### config.mk
export PLATFORM = sky130hd
export DESIGN_NAME = led_seq_ctrl
export DESIGN_NICKNAME = d
export VERILOG_FILES = /design/src/rtl/led_ctrl_pkg.sv /design/src/rtl/tick_prescaler.sv /design/src/rtl/led_seq_ctrl.sv
export SDC_FILE = /design/constraint.sdc
export NUM_CORES = 1
export LEC_CHECK = 0
export ABC_AREA = 0
export BUFFER_PORTS_ARGS = -buffer_cell sky130_fd_sc_hd__buf_4
export CAP_MARGIN = 30
export CORE_ASPECT_RATIO = 0.8
export CORE_MARGIN = 2
export CORE_UTILIZATION = 55
export CTS_CLUSTER_SIZE = 25
export DETAILED_ROUTE_END_ITERATION = 16
export PLACE_DENSITY_LB_ADDON = 0.05
export SETUP_SLACK_MARGIN = 0.2
export SLEW_MARGIN = 20
export SYNTH_ARGS = -nofsm -noshare
export SYNTH_HDL_FRONTEND = slang
export SYNTH_SLANG_ARGS = --single-unit
export TNS_END_PERCENT = 50
### constraint.sdc
create_clock -name clk -period 3.14 [get_ports clk]
set_clock_uncertainty 0.05 [all_clocks]
set_input_delay 0.628 -clock clk [delete_from_list [all_inputs] [get_ports clk]]
set_output_delay 0.628 -clock clk [all_outputs]
set_load 0.01 [all_outputs]
### src/rtl/led_ctrl_pkg.sv
// led_ctrl_pkg: shared state encodings and default timing constants for the LED sequencer
package led_ctrl_pkg;

    localparam int STATE_W = 3;

    typedef enum logic [STATE_W-1:0] {
        ST_IDLE     = 3'd0,
        ST_UNLOCK   = 3'd1,
        ST_FAIL_ON  = 3'd2,
        ST_FAIL_OFF = 3'd3,
        ST_ALARM    = 3'd4
    } state_t;

    localparam int DEF_TICK_DIV    = 1_000_000;
    localparam int DEF_ON_TICKS    = 200;
    localparam int DEF_BLINK_TICKS = 25;
    localparam int DEF_FAIL_BLINKS = 3;
    localparam int DEF_ALARM_TICKS = 10;

endpackage

### src/rtl/tick_prescaler.sv
// tick_prescaler: divides clk into one-cycle timing ticks, restartable by clr
module tick_prescaler #(
    parameter int DIV = 4
) (
    input  logic clk,
    input  logic rst_n,
    input  logic clr,
    output logic tick
);

    localparam int CW = $clog2(DIV);
    localparam logic [CW-1:0] LAST = CW'(DIV - 1);

    logic [CW-1:0] r_cnt;

    assign tick = r_cnt == LAST;

    // count up to DIV-1 then wrap; clr realigns the tick grid to a state entry
    always_ff @(posedge clk) begin
        r_cnt <= (!rst_n || clr || tick) ? '0 : r_cnt + 1'b1;
    end

endmodule

### src/rtl/led_seq_ctrl.sv
// led_seq_ctrl: door-lock LED sequencer arbitrating unlock, fail-blink and alarm events
module led_seq_ctrl
    import led_ctrl_pkg::*;
#(
    parameter int TICK_DIV    = DEF_TICK_DIV,
    parameter int ON_TICKS    = DEF_ON_TICKS,
    parameter int BLINK_TICKS = DEF_BLINK_TICKS,
    parameter int FAIL_BLINKS = DEF_FAIL_BLINKS,
    parameter int ALARM_TICKS = DEF_ALARM_TICKS
) (
    input  logic               clk,
    input  logic               rst_n,
    input  logic               req_unlock,
    input  logic               req_fail,
    input  logic               alarm_set,
    input  logic               alarm_clr,
    output logic               led_in,
    output logic               busy,
    output logic               done,
    output logic [STATE_W-1:0] state_o
);

    localparam int MAXT_A = (ON_TICKS > BLINK_TICKS) ? ON_TICKS : BLINK_TICKS;
    localparam int MAXT   = (MAXT_A > ALARM_TICKS) ? MAXT_A : ALARM_TICKS;
    localparam int PH_W   = $clog2(MAXT + 1);
    localparam int BL_W   = $clog2(FAIL_BLINKS + 1);
    localparam logic [PH_W-1:0] ON_LAST = PH_W'(ON_TICKS - 1);
    localparam logic [PH_W-1:0] BK_LAST = PH_W'(BLINK_TICKS - 1);
    localparam logic [PH_W-1:0] AL_LAST = PH_W'(ALARM_TICKS - 1);
    localparam logic [BL_W-1:0] FB_LAST = BL_W'(FAIL_BLINKS - 1);

    state_t          r_state;
    logic            r_led;
    logic            r_busy;
    logic            r_done;
    logic [PH_W-1:0] r_phase;
    logic [BL_W-1:0] r_blink;
    state_t          w_next;
    logic            w_tick;
    logic            w_pdone;
    logic            w_clr;

    tick_prescaler #(.DIV(TICK_DIV)) u_presc (
        .clk   (clk),
        .rst_n (rst_n),
        .clr   (w_clr),
        .tick  (w_tick)
    );

    // next-state arbitration; alarm_set overrides everything, including alarm_clr
    always_comb begin
        w_pdone = w_tick && r_phase == (r_state == ST_UNLOCK ? ON_LAST :
                                        r_state == ST_ALARM  ? AL_LAST : BK_LAST);
        w_next  = r_state;
        case (r_state)
            ST_IDLE:     w_next = req_fail ? ST_FAIL_ON : req_unlock ? ST_UNLOCK : ST_IDLE;
            ST_UNLOCK:   w_next = w_pdone ? ST_IDLE : ST_UNLOCK;
            ST_FAIL_ON:  w_next = w_pdone ? ST_FAIL_OFF : ST_FAIL_ON;
            ST_FAIL_OFF: w_next = !w_pdone ? ST_FAIL_OFF : (r_blink == FB_LAST) ? ST_IDLE : ST_FAIL_ON;
            ST_ALARM:    w_next = alarm_clr ? ST_IDLE : ST_ALARM;
            default:     w_next = ST_IDLE;
        endcase
        if (alarm_set) w_next = ST_ALARM;
        w_clr = (w_next != r_state) || r_state == ST_IDLE;
    end

    // state, counters and registered outputs all follow the chosen next state
    always_ff @(posedge clk) begin
        if (!rst_n) begin
            r_state <= ST_IDLE;
            r_led   <= 1'b0;
            r_busy  <= 1'b0;
            r_done  <= 1'b0;
            r_phase <= '0;
            r_blink <= '0;
        end else begin
            r_state <= w_next;
            r_busy  <= w_next != ST_IDLE;
            r_done  <= w_next == ST_IDLE && r_state != ST_IDLE;
            r_phase <= (w_clr || w_pdone) ? '0 : w_tick ? r_phase + 1'b1 : r_phase;
            r_blink <= (w_next == ST_FAIL_ON && r_state == ST_FAIL_OFF) ? r_blink + 1'b1 :
                       (w_next == ST_FAIL_ON || w_next == ST_FAIL_OFF) ? r_blink : '0;
            r_led   <= (w_next == ST_UNLOCK || w_next == ST_FAIL_ON) ||
                       (w_next == ST_ALARM && (r_state != ST_ALARM || (r_led ^ w_pdone)));
        end
    end

    assign led_in  = r_led;
    assign busy    = r_busy;
    assign done    = r_done;
    assign state_o = r_state;

endmodule

==> impl_metrics.ini <==
[grt]
grt.total_usage = 0.207
grt-ovfl-total = 0
grt_max_degree = 14
grt_pass1_vias = 1424
grt_pass1_wl_um = 6600
antenna_found_initial = 0

[synthesis]
synth_area_um2 = 1910
synthDominantCellAreaShare = 0.377
ys.flop_type = dfxtp_1
yosysSeqAreaShare = 0.377
syn_inst = 227
synth_edf_count = 0
synthMuxAreaShare = 0.00720
synth_top_family_by_area = simple AND/OR/NAND/NOR gates
yosys.area_share.simple = 0.308
synth_xor_area_frac = 0.115
yosysWarnings = 0
yosysTopAreaCell = dfxtp_1
synthTopCellsByArea = dfxtp_1, nor2_1, xor2_1, xnor2_1, nand2_1
synth_cell_types = 48
synth_seq_cells = 36
synth_common_cells = nor2_1, dfxtp_1, nand2_1
synth_area_per_cell_um2 = 8.42
synth_async_sr_flop_share = 0
synthAdderAreaFrac = 0.0196
synth-compound-area-share = 0.128
syn-num-nets = 236
yosysMostFrequentCell = nor2_1

[timing]
max_freq_mhz = 396
setup_viol = 0
fin_crit_sh = 0.804
fin_crit_ns = 2.52
drv_slew = 0
rsz0062_at_grt = false
slew_headroom = 0.598
hold_viol = 0
setup_tns_ns = 0
worst_slew_pin_slew_ns = 0.598

[routing]
dr_total_vias = 1581
remaining_drc_errors = 0
routedWlPerCell_um = 13.1
dr.pass1.iters = 4
drt.antenna.violating_nets = 0
routed_wl_um = 3690
via_per_inst = 5.61
drt_iter0_drc = 100

[floorplan]
die_y_um = 56.7
die_w_um = 69.9
pin_count = 12
die_area_um2 = 3960
core_um2 = 3380
rows = 19
initial_core_util = 0.566

[critical_path]
critPathLaunchType = register
crit_fanout = 5
crit_type = register to register
end_kind = register
crit_arrival_ns = 2.69
required_ns = 3.30

[hold_path]
holdCritPathClass = register to register

[clock_network]
cts_hold_buf = 0
cts.clk_slew.worst_paths_ns = 0.07
root_buffer = clkbuf_8
cts_tree = built
numCtsBuffers = 5
clk_latency_ns = 0.28
clock_path_buffers = 2
cts_resized = 0
cts_setup_buffers = 0
htree_levels = 2
cts_sinks = 36

[cells_and_area]
nets = 248
syn2layout_area_growth_pct = 9.50
finalNonFillerCells = 282
n_antenna_cell = 0
drive_gt1_frac = 0.129
nFillCells = 312
multiInputGateArea_um2 = 1100
regArea_um2 = 721

[power]
internal_power_mw = 0.665
p_leak_nw = 0.722
pwr-share-clk = 0.384
p_switching_mw = 0.188
p_per_area_nw_per_um2 = 408
p_seq_frac = 0.551
switching_share = 0.220
vdd_drop_max_v = 0.000226
pwr-share-comb = 0.065

[placement]
routabilityCongestion = 0.812
numPortBuffers = 11
place.detailed.hpwl_um = 2830
dp_cells = 273

[run_status]
status = complete, no violations

[job]
maxCapViolations = 0
## routing by layer
layer  share of wire  GRT usage
met2            0.42      0.293
met1            0.52      0.309
met3           0.051     0.0485
met4          0.0062     0.0659
met5               0          0
## final cells by class
cell class              count  share of cell area
inverters                  10              0.0179
flip-flops and latches     36               0.344
clock buffers               8              0.0431
multi-input cells         174               0.528
well taps                  42              0.0251
repair buffers             12              0.0419
## worst max-delay path, cell delays in order, from the launching register on
cell,delay [ns]
dfxtp_1,0.39
ha_1,0.28
nand2_1,0.15
or3_4,0.36
a2111oi_4,0.46
a31oi_2,0.19
or4_1,0.42
a31oi_1,0.16
## registers in the layout (all words and copies together) (netlist names)
| register | count |
|---|---|
| busy | 1 |
| state_o | 3 |
| r_phase | 8 |
| r_blink | 2 |
| led_in | 1 |
| u_presc.r_cnt | 20 |
| done | 1 |
## final timing paths
kind,slack (ns),endpoint,depth (start not counted),startpoint
worst max-delay path,0.62,led_in,7,u_presc.r_cnt[0]
worst min-delay path,0.40,r_blink[1],2,r_blink[1]
worst min register to register,0.40,r_blink[1],2,r_blink[1]
worst max register to register,0.62,led_in,7,u_presc.r_cnt[0]
## cells by family (layout without fill, tap and decap cells)
kind of cell / after synthesis / after routing
AO/OA/AOI/OAI: 32 / 32
buffers and inverters: 17 / 30
multiplexers: 1 / 1
XOR/XNOR: 25 / 25
AND/OR/NAND/NOR: 113 / 113
flip-flops: 36 / 36
adder cells (fa/ha/maj): 3 / 3
## placed cells by master, fill, tap and decap left out, types with 2 or more instances in the layout
cell type,count
a211o_1,2
a21oi_1,7
a31oi_1,2
and3_1,5
buf_4,11
clkbuf_1,2
clkbuf_8,6
dfxtp_1,36
ha_1,3
inv_1,10
nand2_1,20
nand2b_1,2
nand3_1,12
nand3b_1,2
nand4_1,6
nor2_1,38
nor2b_1,3
nor3_1,9
nor4_1,3
o211ai_1,2
o21ai_0,6
o31ai_1,3
xnor2_1,9
xor2_1,16
## power by group through the flow
stage	Combinational, mW	Sequential (mW)	Clock [mW]
after floorplan	0.0377	0.478	0
after global placement	0.0540	0.480	0
after detailed placement	0.0548	0.480	0
after CTS	0.0548	0.470	0.340
after global routing	0.0622	0.471	0.359
final	0.0557	0.470	0.328
## metrics by stage
step,utilization,total power [mW],area (um^2),setup slack (ns),hold slack (ns)
after floorplan,-,0.516,1910,0.837,0.386
after global placement,0.592,0.534,2000,0.696,0.395
after detailed placement,0.592,0.535,2000,0.612,0.397
after CTS,0.618,0.864,2090,0.614,0.407
after global routing,0.620,0.892,2090,0.354,0.436
final,0.620,0.853,2090,0.617,0.403
Power figures use the tool's default switching activity.
